**config.mk**
```make
export PLATFORM = sky130hd
export DESIGN_NAME = ptp_host
export DESIGN_NICKNAME = d
export VERILOG_FILES = /design/src/rtl/ptp_host.sv
export SDC_FILE = /design/constraint.sdc
export NUM_CORES = 1
export LEC_CHECK = 0
export BUFFER_PORTS_ARGS = -buffer_cell sky130_fd_sc_hd__buf_4
export CORE_AREA = 4 4 109 163
export CTS_CLUSTER_SIZE = 10
export DETAILED_ROUTE_END_ITERATION = 7
export DIE_AREA = 0 0 113 167
export GPL_TIMING_DRIVEN = 0
export PLACE_DENSITY_LB_ADDON = 0.2
export SLEW_MARGIN = 10
export SYNTH_ARGS = -nofsm -noshare
export SYNTH_HDL_FRONTEND = slang
export SYNTH_SLANG_ARGS = --single-unit
```
**constraint.sdc**
```tcl
create_clock -name clock -period 8.07 [get_ports clock]
set_input_delay 1.614 -clock clock [delete_from_list [all_inputs] [get_ports clock]]
set_output_delay 1.614 -clock clock [all_outputs]
set_load 0.02 [all_outputs]
```
**src/rtl/ptp_host.sv**
```systemverilog
// Host-side PTP initiator. It serialises 32-bit words onto the chip's byte lane
// under ctrl_a, and reads back the 8-byte address/data stream under ctrl_b.
module ptp_host #(
  parameter int unsigned SETUP_CYCLES  = 2,
  parameter int unsigned HOLD_CYCLES   = 2,
  parameter int unsigned SETTLE_CYCLES = 3,
  parameter int unsigned RST_CYCLES    = 4
) (
  input  logic        clock,
  input  logic        reset_i,
  input  logic [31:0] wr_data_i,
  input  logic        wr_valid_i,
  output logic        wr_ready_o,
  input  logic        rd_req_i,
  output logic [31:0] rd_addr_o,
  output logic [31:0] rd_data_o,
  output logic        rd_valid_o,
  input  logic        resync_i,
  output logic        busy_o,
  output logic [7:0]  byte_o,
  input  logic [7:0]  byte_i,
  output logic        ctrl_a_o,
  output logic        ctrl_b_o,
  output logic        ptp_rst_n_o
);

  typedef enum logic [2:0] {
    PRST     = 3'd0,
    IDLE     = 3'd1,
    W_SETUP  = 3'd2,
    W_HOLD   = 3'd3,
    R_SETTLE = 3'd4,
    R_DONE   = 3'd5
  } state_t;

  localparam logic [7:0] SETUP_LD  = 8'(SETUP_CYCLES - 1);
  localparam logic [7:0] HOLD_LD   = 8'(HOLD_CYCLES - 1);
  localparam logic [7:0] SETTLE_LD = 8'(SETTLE_CYCLES - 1);
  localparam logic [7:0] RST_LD    = 8'(RST_CYCLES - 1);

  state_t      r_state,    w_state;
  logic [7:0]  r_cnt,      w_cnt;
  logic [1:0]  r_widx,     w_widx;
  logic [2:0]  r_ridx,     w_ridx;
  logic [31:0] r_word,     w_word;
  logic [63:0] r_shift,    w_shift;
  logic        r_rs_pend,  w_rs_pend;
  logic        r_rd_pend,  w_rd_pend;
  logic        r_wr_ready, w_wr_ready;
  logic [31:0] r_rd_addr,  w_rd_addr;
  logic [31:0] r_rd_data,  w_rd_data;
  logic        r_rd_valid, w_rd_valid;
  logic        r_busy,     w_busy;
  logic [7:0]  r_byte,     w_byte;
  logic        r_ctrl_a,   w_ctrl_a;
  logic        r_ctrl_b,   w_ctrl_b;
  logic        r_ptp_rst_n, w_ptp_rst_n;
  logic        w_rs_start, w_rd_start;

  always_comb begin
    // NOTE: every signal gets a default before the case so no path can infer a latch.
    w_state     = r_state;
    w_cnt       = r_cnt;
    w_widx      = r_widx;
    w_ridx      = r_ridx;
    w_word      = r_word;
    w_shift     = r_shift;
    w_rd_addr   = r_rd_addr;
    w_rd_data   = r_rd_data;
    w_rd_valid  = 1'b0;
    w_byte      = r_byte;
    w_ctrl_a    = r_ctrl_a;
    w_ctrl_b    = r_ctrl_b;
    w_ptp_rst_n = r_ptp_rst_n;
    w_rs_start  = 1'b0;
    w_rd_start  = 1'b0;

    unique case (r_state)
      PRST: begin
        w_ptp_rst_n = 1'b0;
        w_ctrl_a    = 1'b0;
        w_ctrl_b    = 1'b0;
        if (r_cnt == 8'd0) begin
          w_state     = IDLE;
          w_ptp_rst_n = 1'b1;
        end else begin
          w_cnt = r_cnt - 8'd1;
        end
      end

      IDLE: begin
        if (r_rs_pend) begin
          w_rs_start  = 1'b1;
          w_state     = PRST;
          w_cnt       = RST_LD;
          w_ptp_rst_n = 1'b0;
          w_ctrl_a    = 1'b0;
          w_ctrl_b    = 1'b0;
        end else if (wr_valid_i && r_wr_ready) begin
          w_state = W_SETUP;
          w_word  = wr_data_i;
          w_widx  = 2'd0;
          w_byte  = wr_data_i[7:0];
          w_cnt   = SETUP_LD;
        end else if (r_rd_pend) begin
          w_rd_start = 1'b1;
          w_state    = R_SETTLE;
          w_ridx     = 3'd0;
          w_cnt      = SETTLE_LD;
        end
      end

      W_SETUP: begin
        if (r_cnt == 8'd0) begin
          w_ctrl_a = ~r_ctrl_a;
          w_state  = W_HOLD;
          w_cnt    = HOLD_LD;
        end else begin
          w_cnt = r_cnt - 8'd1;
        end
      end

      W_HOLD: begin
        if (r_cnt != 8'd0) begin
          w_cnt = r_cnt - 8'd1;
        end else if (r_widx == 2'd3) begin
          w_state = IDLE;
        end else begin
          // The next byte is only presented on W_SETUP entry, never on a strobe edge.
          w_widx  = r_widx + 2'd1;
          w_byte  = r_word[{w_widx, 3'b000} +: 8];
          w_state = W_SETUP;
          w_cnt   = SETUP_LD;
        end
      end

      R_SETTLE: begin
        if (r_cnt == 8'd0) begin
          w_shift[{r_ridx, 3'b000} +: 8] = byte_i;
          w_ctrl_b = ~r_ctrl_b;
          if (r_ridx == 3'd7) begin
            w_state = R_DONE;
          end else begin
            w_ridx = r_ridx + 3'd1;
            w_cnt  = SETTLE_LD;
          end
        end else begin
          w_cnt = r_cnt - 8'd1;
        end
      end

      R_DONE: begin
        w_rd_addr  = r_shift[31:0];
        w_rd_data  = r_shift[63:32];
        w_rd_valid = 1'b1;
        w_state    = IDLE;
      end

      default: begin
        w_state     = PRST;
        w_cnt       = RST_LD;
        w_ptp_rst_n = 1'b0;
        w_ctrl_a    = 1'b0;
        w_ctrl_b    = 1'b0;
      end
    endcase

    // A pulse arriving while its flag is already set (or being consumed) is absorbed.
    w_rs_pend  = w_rs_start ? 1'b0 : (r_rs_pend | resync_i);
    w_rd_pend  = w_rd_start ? 1'b0 : (r_rd_pend | rd_req_i);
    w_wr_ready = (w_state == IDLE) && !w_rs_pend;
    w_busy     = (w_state != IDLE);
  end

  // NOTE: state is updated with non-blocking assignments so every register samples pre-edge values.
  always_ff @(posedge clock or posedge reset_i) begin
    if (reset_i) begin
      r_state     <= PRST;
      r_cnt       <= RST_LD;
      r_widx      <= 2'd0;
      r_ridx      <= 3'd0;
      r_word      <= 32'd0;
      r_shift     <= 64'd0;
      r_rs_pend   <= 1'b0;
      r_rd_pend   <= 1'b0;
      r_wr_ready  <= 1'b0;
      r_rd_addr   <= 32'd0;
      r_rd_data   <= 32'd0;
      r_rd_valid  <= 1'b0;
      r_busy      <= 1'b1;
      r_byte      <= 8'h00;
      r_ctrl_a    <= 1'b0;
      r_ctrl_b    <= 1'b0;
      r_ptp_rst_n <= 1'b0;
    end else begin
      r_state     <= w_state;
      r_cnt       <= w_cnt;
      r_widx      <= w_widx;
      r_ridx      <= w_ridx;
      r_word      <= w_word;
      r_shift     <= w_shift;
      r_rs_pend   <= w_rs_pend;
      r_rd_pend   <= w_rd_pend;
      r_wr_ready  <= w_wr_ready;
      r_rd_addr   <= w_rd_addr;
      r_rd_data   <= w_rd_data;
      r_rd_valid  <= w_rd_valid;
      r_busy      <= w_busy;
      r_byte      <= w_byte;
      r_ctrl_a    <= w_ctrl_a;
      r_ctrl_b    <= w_ctrl_b;
      r_ptp_rst_n <= w_ptp_rst_n;
    end
  end

  assign wr_ready_o  = r_wr_ready;
  assign rd_addr_o   = r_rd_addr;
  assign rd_data_o   = r_rd_data;
  assign rd_valid_o  = r_rd_valid;
  assign busy_o      = r_busy;
  assign byte_o      = r_byte;
  assign ctrl_a_o    = r_ctrl_a;
  assign ctrl_b_o    = r_ctrl_b;
  assign ptp_rst_n_o = r_ptp_rst_n;

endmodule
```
-- Yosys cells after proc, flatten, opt, wreduce, memory -nomap -nowiden
Cells that the tools add are included.
- bits of input ports: 45
- bits in registers: 192
- reduce and logical (&&, ||, !) cells: 19
- add/subtract/negate cells: 4
- muxes and demuxes: 53
- bitwise gates (word level): 9
- shift operators: 3
- equality and inequality tests: 23
- operators with widths (operator ; number):
    8-bit 2-to-1 mux ; 13
    64-bit bitwise mux ; 1
    8-bit by 8-bit variable shift with 64-bit output (first input constant) ; 1
    8-bit by 8-bit indexed part select with 64-bit output ; 1
    8-bit one-hot mux with 6 select lines ; 1
    3-bit 2-to-1 mux ; 13
    32-bit by 6-bit indexed part select with 8-bit output ; 1
    2-bit != test (second input constant) ; 11
    3-bit one-hot mux with 6 select lines ; 1
    8-bit one-hot mux with 2 select lines ; 1
    1-bit 2-to-1 mux ; 13
    2-bit 2-to-1 mux ; 5
    5-bit AND reduction ; 2
    3-bit == test (second input constant) ; 3
    1-bit one-hot mux with 3 select lines ; 3
    3-bit AND reduction ; 3
    8-bit logical NOT ; 1
    6-bit negator with 8-bit output ; 1
    8-bit nonzero test ; 1
    8-bit by 1-bit subtractor with 8-bit output (second input constant) ; 1
    1-bit inverter ; 7
    3-bit by 1-bit == test with 1-bit output (second input constant) ; 2
    3-bit by 2-bit == test with 1-bit output (second input constant) ; 2
    3-bit != test (second input constant) ; 2
    other kinds (16) ; 21

-- Depth between registers and ports, before layout
Gate-level depths: netlist of run 1.
- depth after elaboration: 6
- depth in mapped cells: 8

-- Worst setup path before layout of run 1
OpenSTA, ideal clock, no wires.
- path type: input port to flip-flop
- start: input port wr_valid_i
- end: register r_word[0]
- data arrival time: 2.551 ns
- stages on the path: 4
- data required time: 7.945 ns
- setup time: 0.125 ns
- path slack: 5.394 ns
- path through: nand2_1 > nor2_1 > buf_2 > mux2_2
- word-level cells in the longest chain between the ends: 2
- RTL lines (item ; RTL line ; text):
    from (decl) ; 12 ; input logic wr_valid_i,
    1-bit logical AND ; 99 ; end else if (wr_valid_i && r_wr_ready) begin
    3-bit AND reduction (no source line) ; -- ;
    to (signal assigned) ; 200 ; r_word <= w_word;
    to (decl) ; 45 ; logic [31:0] r_word, w_word;
Every way passes these cells.
A chain may end at the register's enable or synchronous reset.

-- Worst setup path in the final report of run 1
- start: register r_ridx[0]
- end: register r_shift[16]
- word-level cells in the longest chain between the ends: 3
- elaborated cells on any way between the ends: 4
- RTL lines (item ; RTL line ; text):
    from (decl) ; 44 ; logic [2:0] r_ridx, w_ridx;
    from (signal assigned) ; 199 ; r_ridx <= w_ridx;
    6-bit negator with 8-bit output * ; 139 ; w_shift[{r_ridx, 3'b000} +: 8] = byte_i;
    8-bit by 8-bit indexed part select with 64-bit output or 8-bit by 8-bit variable shift with 64-bit output (tied branches) ; 139 ;
    64-bit bitwise mux * ; 139 ;
    to (signal assigned) ; 201 ; r_shift <= w_shift;
    to (decl) ; 46 ; logic [63:0] r_shift, w_shift;
Every way passes the cells marked *; elsewhere a longest branch is shown, timed or not.

==> qor.txt, run 1 <==
status = finished, final reports clean
Bufs on Longest Clock Path = 2
Total GRT Usage = 21.0%
Synth top area share = 58.4%
Starting Density = 50.0%
Total Neg Setup Slack = 0 ns
Post-CTS Setup Bufs = 0
num rows = 57
Sink Count = 192
internal power = 1.70 mW
kind of critical path = reg2reg
H-tree levels = 4
P&R area growth vs syn = 22.1%
diode count = 0
DRC = 0
dpl cell area = 9310 um2
period utilization = 36.7%
RSZ-0062 raised after global routing = false
Syn Nets = 756
Die Y = 167 um
vias post-DR = 5802
commonest non-fill, non-tap cell in the layout = nand2_1
post-CTS sizing = 0
mean post-synth cell area = 11.5 um2
Sequential Power Share = 46.7%
synth unique cells = 47
Clock power frac = 32.7%
Die ar. = 18900 um2
Leak = 5.15 nW
vias in the first global route = 6281
Setup Slack @ Placement = 4.95 ns
setup violators final = 0
GPL Wtd Cong = 0.861
port buffer count = 122
Ys Warns = 0
crit path cell chain = inv_1, ha_1, ha_1, buf_2, or4b_2, nor2_2, mux2_2
Top Ports = 123
Clock transition at path regs = 0.07 ns
Switching Fraction = 31.9%
clk root buf = clkbuf_16
Post-DP HPWL = 13.3 mm
Slew Limit Headroom = 36.4%
most frequent cells in the layout = 202 x nand2_1, 189 x dfrtp_1, 122 x buf_4, 92 x mux2_2, 26 x nor2_1
Slowest cell on crit path = or4b_2
largest net degree at the start of global routing = 98
Max Cap Viol = 0
Congestion Overflow GR = 0
Core Box Area = 16200 um2
clock skew = 0.0138 ns
final setup margin = 5.11 ns
total power = 2.50 mW
clock latency on the worst-skew pair = 0.43 ns
die span in x = 113 um
most frequent CP cell = ha_1
Inst Count DP = 1031
first-pass GRT wire length = 31.4 mm
Finished Layout Cells = 1063
kind of end point of the critical path = register
flop2flop setup slack = 5.11 ns
routed wire length = 19.0 mm
# hold bufs at CTS = 0
final net count = 898
CTS tree = yes
drt first pass iters = 5
Area contributors post-synth = dfrtp_1 58%, mux2_2 13%, nand2_1 9.4%
Synth area leader = dfrtp_1
CP Launch Type = register
Gate power share = 20.6%
part of the Yosys area used for sequential elements = 59.4%
Synth Instances = 702
Worst VDD drop = 155 uV
Power Dens Cells = 253 nW/um2
worst-margin pin slew = 0.949 ns
DR iter-0 viols = 334
CP required = 8.38 ns
Sw Pwr = 796 uW
cts bufs inserted = 17
Tmin final = 2.96 ns
mapped cell area = 8100 um2
hold slack = 0.468 ns
initial antenna violation count = 0
fmax = 337 MHz
CP top delay family = simple AND/OR/NAND/NOR gates
CP Max Fanout = 8
DR vias/cell = 5.46
max-slew violations = 0
Synth Register Bits = 192
Worst EP arrival = 3.28 ns
wire per inst = 17.8 um
final core occ = 61.1%
Final ANT Viol Nets = 0
Tightest Hold Check Type = reg2reg
Crit path buffers/inverters = 2
share of post-route cells with drive strength above 1 = 32.8%
Finished Cell Area = 9890 um2
Final Hold Viols = 0
CP peak stage delay = 0.63 ns
-- routing by layer --
layer  track usage [%]  wire length (um)
met3              4.54              1010
met1              25.7              7720
met2              36.1              9830
met4              7.79               408
met5                 0                 0
-- path summary, 6_finish.rpt --
kind,to,cells past startpoint,startpoint
worst max-delay path,r_shift[16],7,r_ridx[0]
worst min-delay path,rd_data_o[2],2,r_shift[34]
worst max register to register,r_shift[16],7,r_ridx[0]
worst min register to register,rd_data_o[2],2,r_shift[34]
max in group asynchronous,r_cnt[1],3,reset_i
min in group asynchronous,rd_data_o[14],2,reset_i
-- tightest hold or removal path, delay by kind of cell, from the launching register on --
| family | cells | cell delay (ns) |
|---|---|---|
| and+or+nand+nor | 2 | 0.10 |
| DFF | 1 | 0.34 |
-- power groups by stage --
stage	Sequential [mW]	Clock (mW)	Combinational [mW]
5_1_grt	1.18	0.873	0.570
3_5_place_dp	1.18	0	0.512
2_1_floorplan	1.23	0	0.257
3_3_place_gp	1.17	0	0.495
4_1_cts	1.17	0.831	0.515
6_report	1.17	0.817	0.514
-- sequential cells by signal, indices dropped and copies added (netlist names), 3 cells and up --
name,count
r_word,32
byte_o,8
r_shift,64
r_cnt,8
rd_addr_o,32
r_ridx,3
r_state,3
rd_data_o,32
-- kinds of logic after synthesis --
family,count (synthesis),synth area share (%)
simple gates,277,15.4
compound gates,62,4.82
mux,113,16.6
fa+ha+maj,9,1.39
flops,192,59.4
buf+inv,49,2.39
-- final cells by class --
cell class	count	area, um2
plain buffers	29	119
clock buffers	18	439
clock inverters	14	145
fillers	1321	6290
inverters	20	82.6
multi-input cells	461	3100
flip-flops and latches	192	4810
well taps	206	258
repair buffers	123	943
-- synthesized netlist by cell type, drive strengths merged --
cell,number
nand2,203
dfrtp,189
mux2,92
nor2,28
a21oi,21
clkbuf,20
inv,20
o21ai,15
mux2i,13
buf,9
ha,9
mux4,8
nand3,8
a31oi,7
nor3,6
nor4,6
a32oi,4
nand2b,4
and2,3
dfstp,3
nor3b,3
nor4b,3
or3,3
a21o,2
a32o,2
nand4,2
nor2b,2
o221ai,2
o22ai,2
o41ai,2
or4,2
or4b,2
a22o,1
and3,1
nand4b,1
o21a,1
o221a,1
o311ai,1
o31ai,1
Note: power is estimated with default switching activity, not from simulation.
==> run 2: changes to the inputs <==
Clock period 8.07 ns to 2.9 ns, I/O delays scaled along.
==> run 2 against run 1 <==
Net effect: total power grew to 2.8 times the previous value; non-clock buffer count up 5; sequential share of layout area fell by 0.55 points; clock skew increased by 0.0013 ns; critical endpoint is now r_shift[5]; largest cell class unchanged; largest power group unchanged; highest routed layer unchanged.
==> qor.txt, run 2 (synthesis gave the netlist of run 1 again) <==
area of the multi-input gates = 3120 um2
Finished Cell Area = 10000 um2
crit path cell chain = inv_1, ha_1, nor3b_1, nand3_1, nor2_1, nand4b_1, mux2_2
CP Max Fanout = 8
Final ANT Viol Nets = 0
final net count = 903
Power Dens Cells = 701 nW/um2
max reg flops = 64
DRC = 0
diode count = 0
Max Cap Viol = 0
drt first pass iters = 4
largest net degree at the start of global routing = 33
FF-to-FF Start = r_cnt[0]
GPL Wtd Cong = 0.871
RSZ-0062 raised after global routing = false
vias post-DR = 5716
clk root buf = clkbuf_16
Slew Limit Headroom = 49.7%
max-slew violations = 0
Die Y = 167 um
Setup Slack @ Placement = -0.0599 ns
dpl cell area = 9400 um2
P&R area growth vs syn = 23.6%
vias in the first global route = 6253
flop2flop setup slack = 0.14 ns
Sink Count = 192
Core Box Area = 16200 um2
Post-DP HPWL = 13.8 mm
CTS tree = yes
Biggest register = r_shift
Worst VDD drop = 399 uV
kind of critical path = reg2reg
highest metal used = met4
DR WL met3 = 1.04 mm
kind of end point of the critical path = register
RR Endpoint = r_shift[5]
clock latency on the worst-skew pair = 0.44 ns
Clock transition at path regs = 0.08 ns
port buffer count = 122
Tightest Hold Check Type = in2async
clock skew = 0.0151 ns
Starting Density = 50.0%
Tmin final = 2.76 ns
final setup margin = 0.142 ns
Crit path buffers/inverters = 1
setup violators final = 0
DR vias/cell = 5.35
cts bufs inserted = 17
Post-CTS Setup Bufs = 0
worst-margin pin slew = 0.755 ns
Congestion Overflow GR = 0
wire per inst = 17.6 um
CP Launch Type = register
die span in x = 113 um
CP peak stage delay = 0.46 ns
status = finished, final reports clean
total power = 7.01 mW
share of post-route cells with drive strength above 1 = 33.3%
Worst EP arrival = 3.07 ns
commonest non-fill, non-tap cell in the layout = nand2_1
Final Hold Viols = 0
fmax = 363 MHz
Top Ports = 123
initial antenna violation count = 0
period utilization = 95.1%
R2R cell count = 7
num rows = 57
Die ar. = 18900 um2
DR iter-0 viols = 331
Slowest cell on crit path = nand3_1
Bufs on Longest Clock Path = 2
routed wire length = 18.8 mm
DR WL met2 = 9.91 mm
FF/Latch Area = 4810 um2
fill cell count = 1269
Total GRT Usage = 20.9%
first-pass GRT wire length = 31.3 mm
H-tree levels = 4
CP required = 3.21 ns
Leak = 5.20 nW
Routed met1 length = 7.46 mm
CP top delay family = simple AND/OR/NAND/NOR gates
most frequent cells in the layout = 202 x nand2_1, 188 x dfrtp_1, 122 x buf_4, 92 x mux2_2, 26 x nor2_1
run 2: cell count changes in the layout (fill, tap and decap cells not counted), sizes merged:
cell,delta
inv,+1
clkinvlp,-2
clkbuf,+2
buf,+4
run 2: per-layer routing:
layer | global-route usage [%] | vias to the layer above
li1 | - | 2680
met1 | 25.2 | 2857
met2 | 35.7 | 149
met3 | 5.55 | 30
met4 | 7.64 | 0
met5 | 0 | -
run 2: stage by stage:
| step | TNS [ns] | std cells | utilization, % | hold WS, ns |
|---|---|---|---|---|
| final | 0 | 1068 | 61.8 | 0.178 |
| after floorplan | -29.10 | 702 | - | 0.433 |
| after CTS | 0 | 1068 | 61.7 | 0.177 |
| after detailed placement | -0.152 | 1036 | 58.1 | 0.448 |
| after global routing | 0 | 1068 | 61.8 | 0.206 |
| after global placement | -209.31 | 1030 | 57.3 | 0.443 |
run 2: power breakdown:
group          switching (mW)  leakage [nW]  total, mW  internal [mW]
clock                    1.12         0.288       2.32           1.20
sequential              0.264          2.56       3.25           2.98
combinational           0.848          2.35       1.45          0.601
total                    2.23          5.20       7.01           4.78
run 2: how the worst max path moves through the flow:
stage          startpoint      endpoint  depth (start not counted)
2_1_floorplan     reset_i     byte_o[0]                          1
3_3_place_gp      reset_i  rd_data_o[9]                          2
3_5_place_dp    r_ridx[0]   r_shift[17]                          7
4_1_cts         r_ridx[0]   r_shift[33]                          8
5_1_grt          r_cnt[0]   r_shift[25]                          6
6_report         r_cnt[0]    r_shift[5]                          7
run 2: repair_timing:
| action | 4_1_cts | 5_1_grt |
|---|---|---|
| resized for setup | 2 | 3 |
| hold buffers | 0 | 0 |
| endpoints found under the setup margin | 11 | 17 |
run 2: cell type report:
cell class | instances | area share, %
inverter | 20 | 0.787
tap | 206 | 2.57
multi-input combinational | 461 | 31.1
sequential | 192 | 48.0
timing repair buffer | 128 | 10.3
buffer | 29 | 1.21
clock inverter | 13 | 1.37
clock buffer | 19 | 4.52
